$ cat src/rtl/fitbit_display.sv
// fitbit_display
//   Picks one activity-tracker metric by MODE_SEL, saturates it to the display
//   range, converts it to BCD with a multi-cycle double-dabble FSM and drives a
//   4-digit time-multiplexed active-low seven-segment display with leading-zero
//   blanking and a decimal point for distance (tenths of a mile).
//
//   Ports:
//     CLK, RESET   system clock, synchronous active-high reset
//     MODE_SEL     0 steps, 1 distance, 2 initial activity, 3 high-activity time
//     STEP_COUNT   total steps (32-bit)
//     DISTANCE     distance in half-mile units (16-bit)
//     INIT_ACT     initial activity count (4-bit)
//     HIGH_TIME    high-activity seconds (16-bit)
//     SEG          cathodes {g,f,e,d,c,b,a}, active-low, registered
//     DP           decimal point, active-low, registered
//     AN           one-hot active-low digit enables, AN[0] rightmost, registered
//     BUSY         high while a BCD conversion is in progress
module fitbit_display #(
  parameter int unsigned REFRESH_DIV = 100000
) (
  input  logic        CLK,
  input  logic        RESET,
  input  logic [1:0]  MODE_SEL,
  input  logic [31:0] STEP_COUNT,
  input  logic [15:0] DISTANCE,
  input  logic [3:0]  INIT_ACT,
  input  logic [15:0] HIGH_TIME,
  output logic [6:0]  SEG,
  output logic        DP,
  output logic [3:0]  AN,
  output logic        BUSY
);

  localparam int unsigned RCW = (REFRESH_DIV > 2) ? $clog2(REFRESH_DIV) : 1;
  localparam logic [RCW-1:0] REF_MAX = RCW'(REFRESH_DIV - 1);

  typedef enum logic [1:0] {
    S_IDLE,
    S_LOAD,
    S_SHIFT,
    S_DONE
  } state_t;

  state_t        state_q, state_d;
  logic [13:0]   cap_val_q, cap_val_d;
  logic [1:0]    cap_mode_q, cap_mode_d;
  logic [29:0]   shift_q, shift_d;      // {bcd[15:0], binary[13:0]}
  logic [3:0]    cnt_q, cnt_d;
  logic [15:0]   tag_q, tag_d;          // {mode, value} of last completed conversion
  logic          tag_valid_q, tag_valid_d;
  logic          busy_q, busy_d;
  logic [15:0]   disp_bcd_q, disp_bcd_d;
  logic [1:0]    disp_mode_q, disp_mode_d;
  logic [RCW-1:0] ref_cnt_q, ref_cnt_d;
  logic [1:0]    idx_q, idx_d;
  logic [6:0]    seg_q, seg_d;
  logic          dp_q, dp_d;
  logic [3:0]    an_q, an_d;

  logic [13:0]   val;
  logic [18:0]   dist_x5;
  logic [29:0]   adj;
  logic [3:0]    nib;
  logic [6:0]    dec;
  logic          blank1, blank2, blank3, blank_sel;

  // Metric selection and saturation; distance product kept at 19 bits so
  // the largest input (65535 * 5) cannot wrap before the compare.
  always_comb begin
    dist_x5 = {3'b000, DISTANCE} * 19'd5;
    val     = '0;
    case (MODE_SEL)
      2'd0:    val = (STEP_COUNT > 32'd9999) ? 14'd9999 : STEP_COUNT[13:0];
      2'd1:    val = (dist_x5 > 19'd999) ? 14'd999 : dist_x5[13:0];
      2'd2:    val = {10'b0, INIT_ACT};
      default: val = (HIGH_TIME > 16'd9999) ? 14'd9999 : HIGH_TIME[13:0];
    endcase
  end

  // Conversion FSM: BUSY is registered from the next state, so it is high in
  // LOAD and all SHIFT cycles and already low in DONE.
  always_comb begin
    state_d     = state_q;
    cap_val_d   = cap_val_q;
    cap_mode_d  = cap_mode_q;
    shift_d     = shift_q;
    cnt_d       = cnt_q;
    tag_d       = tag_q;
    tag_valid_d = tag_valid_q;
    disp_bcd_d  = disp_bcd_q;
    disp_mode_d = disp_mode_q;
    busy_d      = 1'b0;
    adj         = shift_q;
    case (state_q)
      S_IDLE: begin
        if (!tag_valid_q || ({MODE_SEL, val} != tag_q)) begin
          state_d    = S_LOAD;
          cap_val_d  = val;
          cap_mode_d = MODE_SEL;
          busy_d     = 1'b1;
        end
      end
      S_LOAD: begin
        shift_d = {16'b0, cap_val_q};
        cnt_d   = '0;
        state_d = S_SHIFT;
        busy_d  = 1'b1;
      end
      S_SHIFT: begin
        for (int unsigned i = 0; i < 4; i++) begin
          if (adj[14 + 4*i +: 4] >= 4'd5)
            adj[14 + 4*i +: 4] = adj[14 + 4*i +: 4] + 4'd3;
        end
        shift_d = {adj[28:0], 1'b0};
        cnt_d   = cnt_q + 4'd1;
        if (cnt_q == 4'd13)
          state_d = S_DONE;
        else
          busy_d = 1'b1;
      end
      S_DONE: begin
        disp_bcd_d  = shift_q[29:14];
        disp_mode_d = cap_mode_q;
        tag_d       = {cap_mode_q, cap_val_q};
        tag_valid_d = 1'b1;
        state_d     = S_IDLE;
      end
      default: state_d = S_IDLE;
    endcase
  end

  // Refresh counter and digit index.
  always_comb begin
    ref_cnt_d = ref_cnt_q;
    idx_d     = idx_q;
    if (ref_cnt_q == REF_MAX) begin
      ref_cnt_d = '0;
      idx_d     = idx_q + 2'd1;
    end else begin
      ref_cnt_d = ref_cnt_q + 1'b1;
    end
  end

  // Digit select, blanking and segment decode feeding the output register.
  always_comb begin
    blank3 = (disp_bcd_q[15:12] == 4'd0);
    blank2 = blank3 && (disp_bcd_q[11:8] == 4'd0);
    blank1 = blank2 && (disp_bcd_q[7:4] == 4'd0) && (disp_mode_q != 2'd1);
    nib       = disp_bcd_q[3:0];
    blank_sel = 1'b0;
    case (idx_q)
      2'd0: begin nib = disp_bcd_q[3:0];   blank_sel = 1'b0;   end
      2'd1: begin nib = disp_bcd_q[7:4];   blank_sel = blank1; end
      2'd2: begin nib = disp_bcd_q[11:8];  blank_sel = blank2; end
      default: begin nib = disp_bcd_q[15:12]; blank_sel = blank3; end
    endcase
    case (nib)
      4'd0:    dec = 7'h40;
      4'd1:    dec = 7'h79;
      4'd2:    dec = 7'h24;
      4'd3:    dec = 7'h30;
      4'd4:    dec = 7'h19;
      4'd5:    dec = 7'h12;
      4'd6:    dec = 7'h02;
      4'd7:    dec = 7'h78;
      4'd8:    dec = 7'h00;
      4'd9:    dec = 7'h10;
      default: dec = 7'h7F;
    endcase
    seg_d = blank_sel ? 7'h7F : dec;
    an_d  = ~(4'b0001 << idx_q);
    dp_d  = ~((disp_mode_q == 2'd1) && (idx_q == 2'd1));
  end

  always_ff @(posedge CLK) begin
    if (RESET) begin
      state_q     <= S_IDLE;
      cap_val_q   <= '0;
      cap_mode_q  <= '0;
      shift_q     <= '0;
      cnt_q       <= '0;
      tag_q       <= '0;
      tag_valid_q <= 1'b0;
      busy_q      <= 1'b0;
      disp_bcd_q  <= '0;
      disp_mode_q <= '0;
      ref_cnt_q   <= '0;
      idx_q       <= '0;
      seg_q       <= '1;
      dp_q        <= 1'b1;
      an_q        <= '1;
    end else begin
      state_q     <= state_d;
      cap_val_q   <= cap_val_d;
      cap_mode_q  <= cap_mode_d;
      shift_q     <= shift_d;
      cnt_q       <= cnt_d;
      tag_q       <= tag_d;
      tag_valid_q <= tag_valid_d;
      busy_q      <= busy_d;
      disp_bcd_q  <= disp_bcd_d;
      disp_mode_q <= disp_mode_d;
      ref_cnt_q   <= ref_cnt_d;
      idx_q       <= idx_d;
      seg_q       <= seg_d;
      dp_q        <= dp_d;
      an_q        <= an_d;
    end
  end

  assign SEG  = seg_q;
  assign DP   = dp_q;
  assign AN   = an_q;
  assign BUSY = busy_q;

endmodule

$ cat config.mk
export PLATFORM = sky130hd
export DESIGN_NAME = fitbit_display
export DESIGN_NICKNAME = d
export VERILOG_FILES = /design/src/rtl/fitbit_display.sv
export SDC_FILE = /design/constraint.sdc
export NUM_CORES = 1
export LEC_CHECK = 0
export ABC_AREA = 1
export CELL_PAD_IN_SITES_DETAIL_PLACEMENT = 2
export CELL_PAD_IN_SITES_GLOBAL_PLACEMENT = 2
export CORE_MARGIN = 5
export CORE_UTILIZATION = 28
export DETAILED_ROUTE_END_ITERATION = 10
export PLACE_DENSITY_LB_ADDON = 0.15
export SETUP_SLACK_MARGIN = 0.05
export SYNTH_ARGS = -nofsm -noshare
export SYNTH_HDL_FRONTEND = slang
export SYNTH_SLANG_ARGS = --single-unit
$ cat constraint.sdc
create_clock -name CLK -period 3.1 [get_ports CLK]
set_input_delay 0.465 -clock CLK [delete_from_list [all_inputs] [get_ports CLK]]
set_output_delay 0.465 -clock CLK [all_outputs]
set_load 0.03 [all_outputs]
==> results of run 1 <==
## registers in the layout, indices dropped and copies added (netlist names)
name,count
AN,4
BUSY,1
cap_mode_q,2
idx_q,2
cap_val_q,14
disp_bcd_q,16
SEG,7
tag_q,16
tag_valid_q,1
ref_cnt_q,17
cnt_q,4
DP,1
state_q,2
shift_q,30
## worst min path at each step
stage,startpoint,to,cells past startpoint
final,ref_cnt_q[0],ref_cnt_q[0],1
after global routing,ref_cnt_q[0],ref_cnt_q[0],1
after CTS,ref_cnt_q[0],ref_cnt_q[0],1
after detailed placement,ref_cnt_q[0],ref_cnt_q[0],1
after global placement,ref_cnt_q[0],ref_cnt_q[0],1
after floorplan,ref_cnt_q[0],ref_cnt_q[0],1
## through the flow
stage / total power [mW] / TNS [ns] / hold WS, ns / utilization, %
6_report: 6.31 / -4.36 / 0.458 / 41.2
5_1_grt: 6.72 / -7.71 / 0.483 / 41.2
4_1_cts: 6.31 / -3.00 / 0.460 / 40.8
3_5_place_dp: 4.05 / -20.87 / 0.450 / 36.0
3_3_place_gp: 3.97 / -18.43 / 0.434 / 36.0
2_1_floorplan: 3.22 / -0.402 / 0.418 / -
## what timing repair did
action / 4_1_cts / 5_1_grt
gates resized for setup: 141 / 25
pin swaps: 54 / 27
cloned: 2 / 0
endpoints found under the setup margin: 19 / 19
buffers inserted: 16 / 3
## layout make-up
class | instances | area (um2)
tap | 330 | 413
sequential | 117 | 2340
fill | 2942 | 14900
clock inverter | 14 | 179
multi-input combinational | 774 | 4730
clock buffer | 18 | 429
timing repair buffer | 199 | 1680
inverter | 165 | 624
## placed cells by master (no fill, tap or decap), drive strengths merged, types with 13 or more instances in the layout
master and n:
nand2 273, inv 166, buf 129, dfxtp 117, nor2 113, a21oi 80
o21ai 78, nand3 72, clkdlybuf4s50 68, ha 55, clkbuf 18, nor3 17
nand4 13
## layer usage
metal	vias to the layer above	part of all wire [%]	GRT usage (%)	routed length (um)
li1	3865	-	-	-
met1	3800	43	22.8	12100
met2	69	53	36.7	14700
met3	32	1.9	2.67	533
met4	0	1.8	5.38	514
met5	-	0	0	0
## power groups by stage
stage | Clock [mW] | Combinational, mW | Sequential (mW)
global placement | 0 | 2.00 | 1.96
floorplan | 0 | 1.23 | 1.99
detailed placement | 0 | 2.07 | 1.98
finish | 2.03 | 2.33 | 1.95
global route | 2.15 | 2.59 | 1.98
CTS | 2.08 | 2.28 | 1.95
## kinds of logic after synthesis
logic type,Yosys count,share of synthesized area [%]
fa+ha+maj,56,9.84
simple gates,518,31.8
compound gates,188,14.3
buf+inv,192,10.2
flops,117,32.6
xor+xnor,11,1.34
==> metrics, run 1 <==
H-tree depth 4; pin count of the biggest net entering global routing 50; leading area contributor after synthesis dfxtp_1; Via density 4.80; Ports 85; fin nets roughly 1,400; Seq/Total Area, Yosys between 30% and 40%; R2R depth 10; initial antenna violation count 0; power per cell area 607 mW/mm2; share of layout cells above drive strength 1 22.5%; maximum VDD drop 284 uV; DRT antenna net count 0; clock power share 32.2%; Avg Inst Size Synth 6.65 um2; crit-path max FO 7; Initial Util 28.5%; wire length of the first global-routing pass about 45 mm; reg2reg start idx_q[0]; fin crit share 109%; WL/cell 17.2 um; Layout Area Growth over Synthesis 44.6%; via count 7,766; Netlist Area Pre-Place 0.00719 mm2; Critical Path End cap_val_q[0]; crit path buf inv count 2; failing checks negative setup slack; Synth cell types 43; placed cell count 1,564; Comb power frac 37.0%; clock skew approximately 0.0075 ns; CP Capture Type flop; Max stage delay on crit path 0.42 ns; clk root buf clkbuf_16; R2R Path End SEG[3]; gr ovfl total 0; max-slew violations 0; actual slew at the worst max-slew pin 0.727 ns; sw frac 37.4%; crit-path leading delay family simple AND/OR/NAND/NOR gates; gpl congestion 0.805; Clk pin slew, worst setup/hold paths 0.06 ns; final setup fails 19; ANT cells 0; FFs w/ async S/R, synth 0%; Slew HR between 50 and 60%; Layout Cells excl Fill roughly 1,600; FP Rows between 50 and 60; critical path depth in cells 24; Yosys top cell area share 32.6%; sw power around 2.4 mW; #FFs+latches synth 117; Buffers on Ports 84; clk_lat worst skew between 0.4 and 0.5 ns; EDFF count, synth 0; max-cap violations 0; main flop type after synthesis dfxtp_1; GRT Total Usage between 15 and 20%; RSZ-0062 raised after global routing true; register share of total power 30.9%; Routed WL 27.8 mm; Die Area roughly 0.029 mm2; # hold bufs at CTS 0; CTS tree built; Chip Height 170 um; DRT iter0 DRCs 235; most instantiated cells after synthesis nand2_1, inv_1, dfxtp_1, nor2_1, a21oi_1; P_int 3.95 mW; detailed placement HPWL 20.0 mm; Synth Instances 1,082; dpl ws -1.15 ns; CP Launch Type input port; Sink Count 117; LEAKAGE about 4.6 nW; CP Cell Sequence buf_8 > ha_4 > ha_4 > fa_2 > xnor2_2 > nor2_1 > nand3_1 > nor2_1 > nand3_1 > nand2_2 > nor2_8 > buf_6 > nand4_1 > nand3_1 > nand2_1 > nand2_1 > nor2_1 > nand2_2 > nor2_4 > nand2_4 > nand2_4 > nand2_2 > nand2_1 > nor2_1; most numerous cell on the critical path nor2_1; top-count cell post-synth nand2_1; die width approximately 170 um; Worst R2R Setup Slack ~0.7 ns; crit path DAT ~3.7 ns; hold violation count in the final report 0; Area after DPL ~0.009 mm2; CORE AREA between 0.02 and 0.03 mm2; Critical Path Slowest Stage Cell fa_2; f_max between 200 and 300 MHz; # DRC 0; Inserted Clock Buffers 17; Mapped Nets 1,210; outcome complete, but fails checks; Syn. warnings 0; vias in the first global route 8,766; cell area after layout between 0.01 and 0.015 mm2; hold crit path type flop to flop; Period minus WS final 3.37 ns; setup ws final -0.268 ns; Req. time, crit path 3.42 ns; Area contributors post-synth dfxtp_1, nand2_1, ha_1; Initial DRT Pass Iterations 4; critical path class input port to flop; Clock Path Buffers 2; CP startpoint DISTANCE[3]
No activity file was read; power rests on OpenSTA's default activity.
==> run 2, diff against run 1 <==
Settings changed: CORE_UTILIZATION 28 to 29, CTS_BUF_LIST set to sky130_fd_sc_hd__clkbuf_2 sky130_fd_sc_hd__clkbuf_4 sky130_fd_sc_hd__clkbuf_8.
==> run 2 against run 1 <==
Against the previous run:
- the run still ends with negative setup slack left
- routed wire length shrank 1.9%
- die area shrank 3.2%
- global-route usage shrank 0.060 points
- clock skew grew 0.0022 ns
- combinational power grew 4%
- sequential share of layout area grew 0.098 points
- critical path type unchanged
- count of clock-buffer cells in the layout grew 5
- design area shrank 0.43%
- worst setup slack gained 0.028 ns
- total power shrank 5.4%
- via count shrank 0.93%
- sequential power is essentially flat
- critical endpoint is now cap_mode_q[1]
==> metrics, run 2 (synthesis results as in run 1) <==
Initial DRT Pass Iterations 4 (unchanged); most numerous cell on the critical path nand2_1; clk_lat worst skew 0.44 ns (+0.02 ns); crit path buf inv count 2 (unchanged); crit-path leading delay family simple AND/OR/NAND/NOR gates; sw power 2.31 mW (-2.1%); CP Capture Type flop; max-slew violations 0 (unchanged); DRT antenna net count 0 (unchanged); Routed WL 27.3 mm (-1.9%); FP Rows 57 (-1.7%); gr ovfl total 0 (unchanged); DRT iter0 DRCs 201 (-14%); RSZ-0062 raised after global routing true; Inserted Clock Buffers 17 (unchanged); placed cell count 1,548 (-1.0%); f_max 299 MHz (+0.84%); CORE AREA 0.0244 mm2 (-3.4%); CP Launch Type input port; wire length of the first global-routing pass 44.6 mm (-1.4%); final setup fails 19 (unchanged); Period minus WS final 3.34 ns (-0.0280 ns); Chip Height 168 um (-1.6%); max-cap violations 0 (unchanged); pin count of the biggest net entering global routing 50 (unchanged); Comb power frac 40.5% (+3.5 points); fin nets 1,387 (-1.1%); hold crit path type flop to flop; Via density 4.82 (+0.38%); CP Cell Sequence clkdlybuf4s15_2 > ha_4 > ha_4 > a21oi_2 > nand2_1 > nand2_1 > nand2_1 > a21oi_1 > nand2_1 > nor2_2 > nand2_4 > nor2_8 > nand3_4 > nand3b_1 > nand4_1 > nor2_2 > nand2_1 > nor2_4 > nand2_8 > buf_6 > nand3_1 > nand2_1 > nor2_1; gpl congestion 0.802 (-0.34%); Req. time, crit path 3.48 ns (+0.06 ns); CTS tree built; via count 7,694 (-0.93%); most frequent cells in the layout nand2_1, inv_1, dfxtp_1; cell area after layout 0.0104 mm2 (-0.43%); vias in the first global route 8,652 (-1.3%); maximum VDD drop 347 uV (+22%); sw frac 38.7% (+1.3 points); crit path DAT 3.72 ns (+0.04 ns); Clk pin slew, worst setup/hold paths 0.08 ns (+0.02 ns); setup ws final -0.240 ns (+0.0280 ns); failing checks negative setup slack; Die Area 0.0281 mm2 (-3.2%); detailed placement HPWL 19.8 mm (-1.1%); flip-flop count of the largest register after layout 30 (unchanged); Max stage delay on crit path 0.30 ns (-0.12 ns); biggest regs shift_q: 30 flops, ref_cnt_q: 17 flops; critical path class input port to flop; P_int 3.66 mW (-7.4%); initial antenna violation count 0 (unchanged); # DRC 0 (unchanged); Largest Register shift_q; H-tree depth 4 (unchanged); clock power share 26.6% (-5.6 points); GRT Total Usage 19.4% (-0.060 points); Clock Path Buffers 2 (unchanged); clk root buf clkbuf_8; share of layout cells above drive strength 1 24.1% (+1.5 points); filler instances 2,843 (-3.4%); final setup TNS -3.54 ns (+0.815 ns); commonest non-fill, non-tap cell in the layout nand2_1; clock skew 0.00978 ns (+0.00225 ns); Buffers on Ports 84 (unchanged); ANT cells 0 (unchanged); Sink Count 117 (unchanged); Layout Area Growth over Synthesis 44.0%; Worst R2R Setup Slack 0.65 ns (-0.06 ns); LEAKAGE 4.52 nW (-2.1%); hold violation count in the final report 0 (unchanged); WL/cell 17.1 um (-0.64%); Critical Path Slowest Stage Cell ha_4; Design Power 5.97 mW (-5.4%); # hold bufs at CTS 0 (unchanged); Slew HR 33.3% (-18 points); die width 168 um (-1.6%); Area after DPL 0.00901 mm2 (-0.77%); power per cell area 577 mW/mm2 (-5.0%); Ports 85 (unchanged); outcome complete, but fails checks; Initial Util 29.5% (+1.0 points); Layout Cells excl Fill 1,596 (-1.3%); fin crit share 108% (-0.90 points); actual slew at the worst max-slew pin 1.00 ns (+0.273 ns); crit-path max FO 5 (-2); register share of total power 32.9% (+2.0 points)
run 2: cell count changes in the layout (fill, tap and decap cells not counted), sizes merged:
cell / change
clkinvlp: -1
nand2: +1
clkdlybuf4s15: +3
clkinv: -4
buf: -21
bufinv: +1
clkbuf: +5
nor2: +1
run 2: worst paths after layout:
kind,endpoint,start,depth (start not counted)
min reg2reg,ref_cnt_q[0],ref_cnt_q[0],1
max,cap_mode_q[1],DISTANCE[13],23
max reg2reg,SEG[3],idx_q[0],10
min,ref_cnt_q[0],ref_cnt_q[0],1
run 2: stage by stage:
| step | utilization (%) | setup slack [ns] | hold WS [ns] |
|---|---|---|---|
| 6_report | 42.5 | -0.240 | 0.449 |
| 5_1_grt | 42.5 | -0.399 | 0.481 |
| 4_1_cts | 41.7 | -0.0775 | 0.455 |
| 3_5_place_dp | 37.0 | -1.10 | 0.438 |
| 3_3_place_gp | 37.0 | -0.988 | 0.430 |
| 2_1_floorplan | - | -0.0716 | 0.418 |
run 2: timing repair:
item | in CTS | in global routing
setup buffers | 9 | 2
pin swaps | 54 | 42
cloned | 5 | 0
resized for setup | 166 | 55
setup endpoints to repair | 19 | 19
hold endpoints to repair | 0 | 0
run 2: layout make-up:
cell class	instances	area, um2	area share, %
sequential	117	2340	22.6
inverter	165	627	6.05
clock inverter	9	150	1.45
timing repair inverter	1	11.3	0.109
tap	324	405	3.91
multi-input combinational	776	4950	47.8
timing repair buffer	181	1580	15.2
clock buffer	23	292	2.81
run 2: power by group through the flow:
stage          logic [mW]  clock network (mW)  registers, mW
2_1_floorplan        1.23                   0           1.99
3_3_place_gp         1.95                   0           1.96
3_5_place_dp         2.02                   0           1.98
4_1_cts              2.31                1.63           1.96
5_1_grt              2.69                1.70           2.00
6_report             2.42                1.59           1.96
run 2: per-layer routing:
metal	part of all wire, %	GRT usage (%)	wire length, um
met2	53	36.2	14600
met5	0	0	0
met1	44	23.8	12000
met3	1.7	2.78	463
met4	0.95	3.39	259
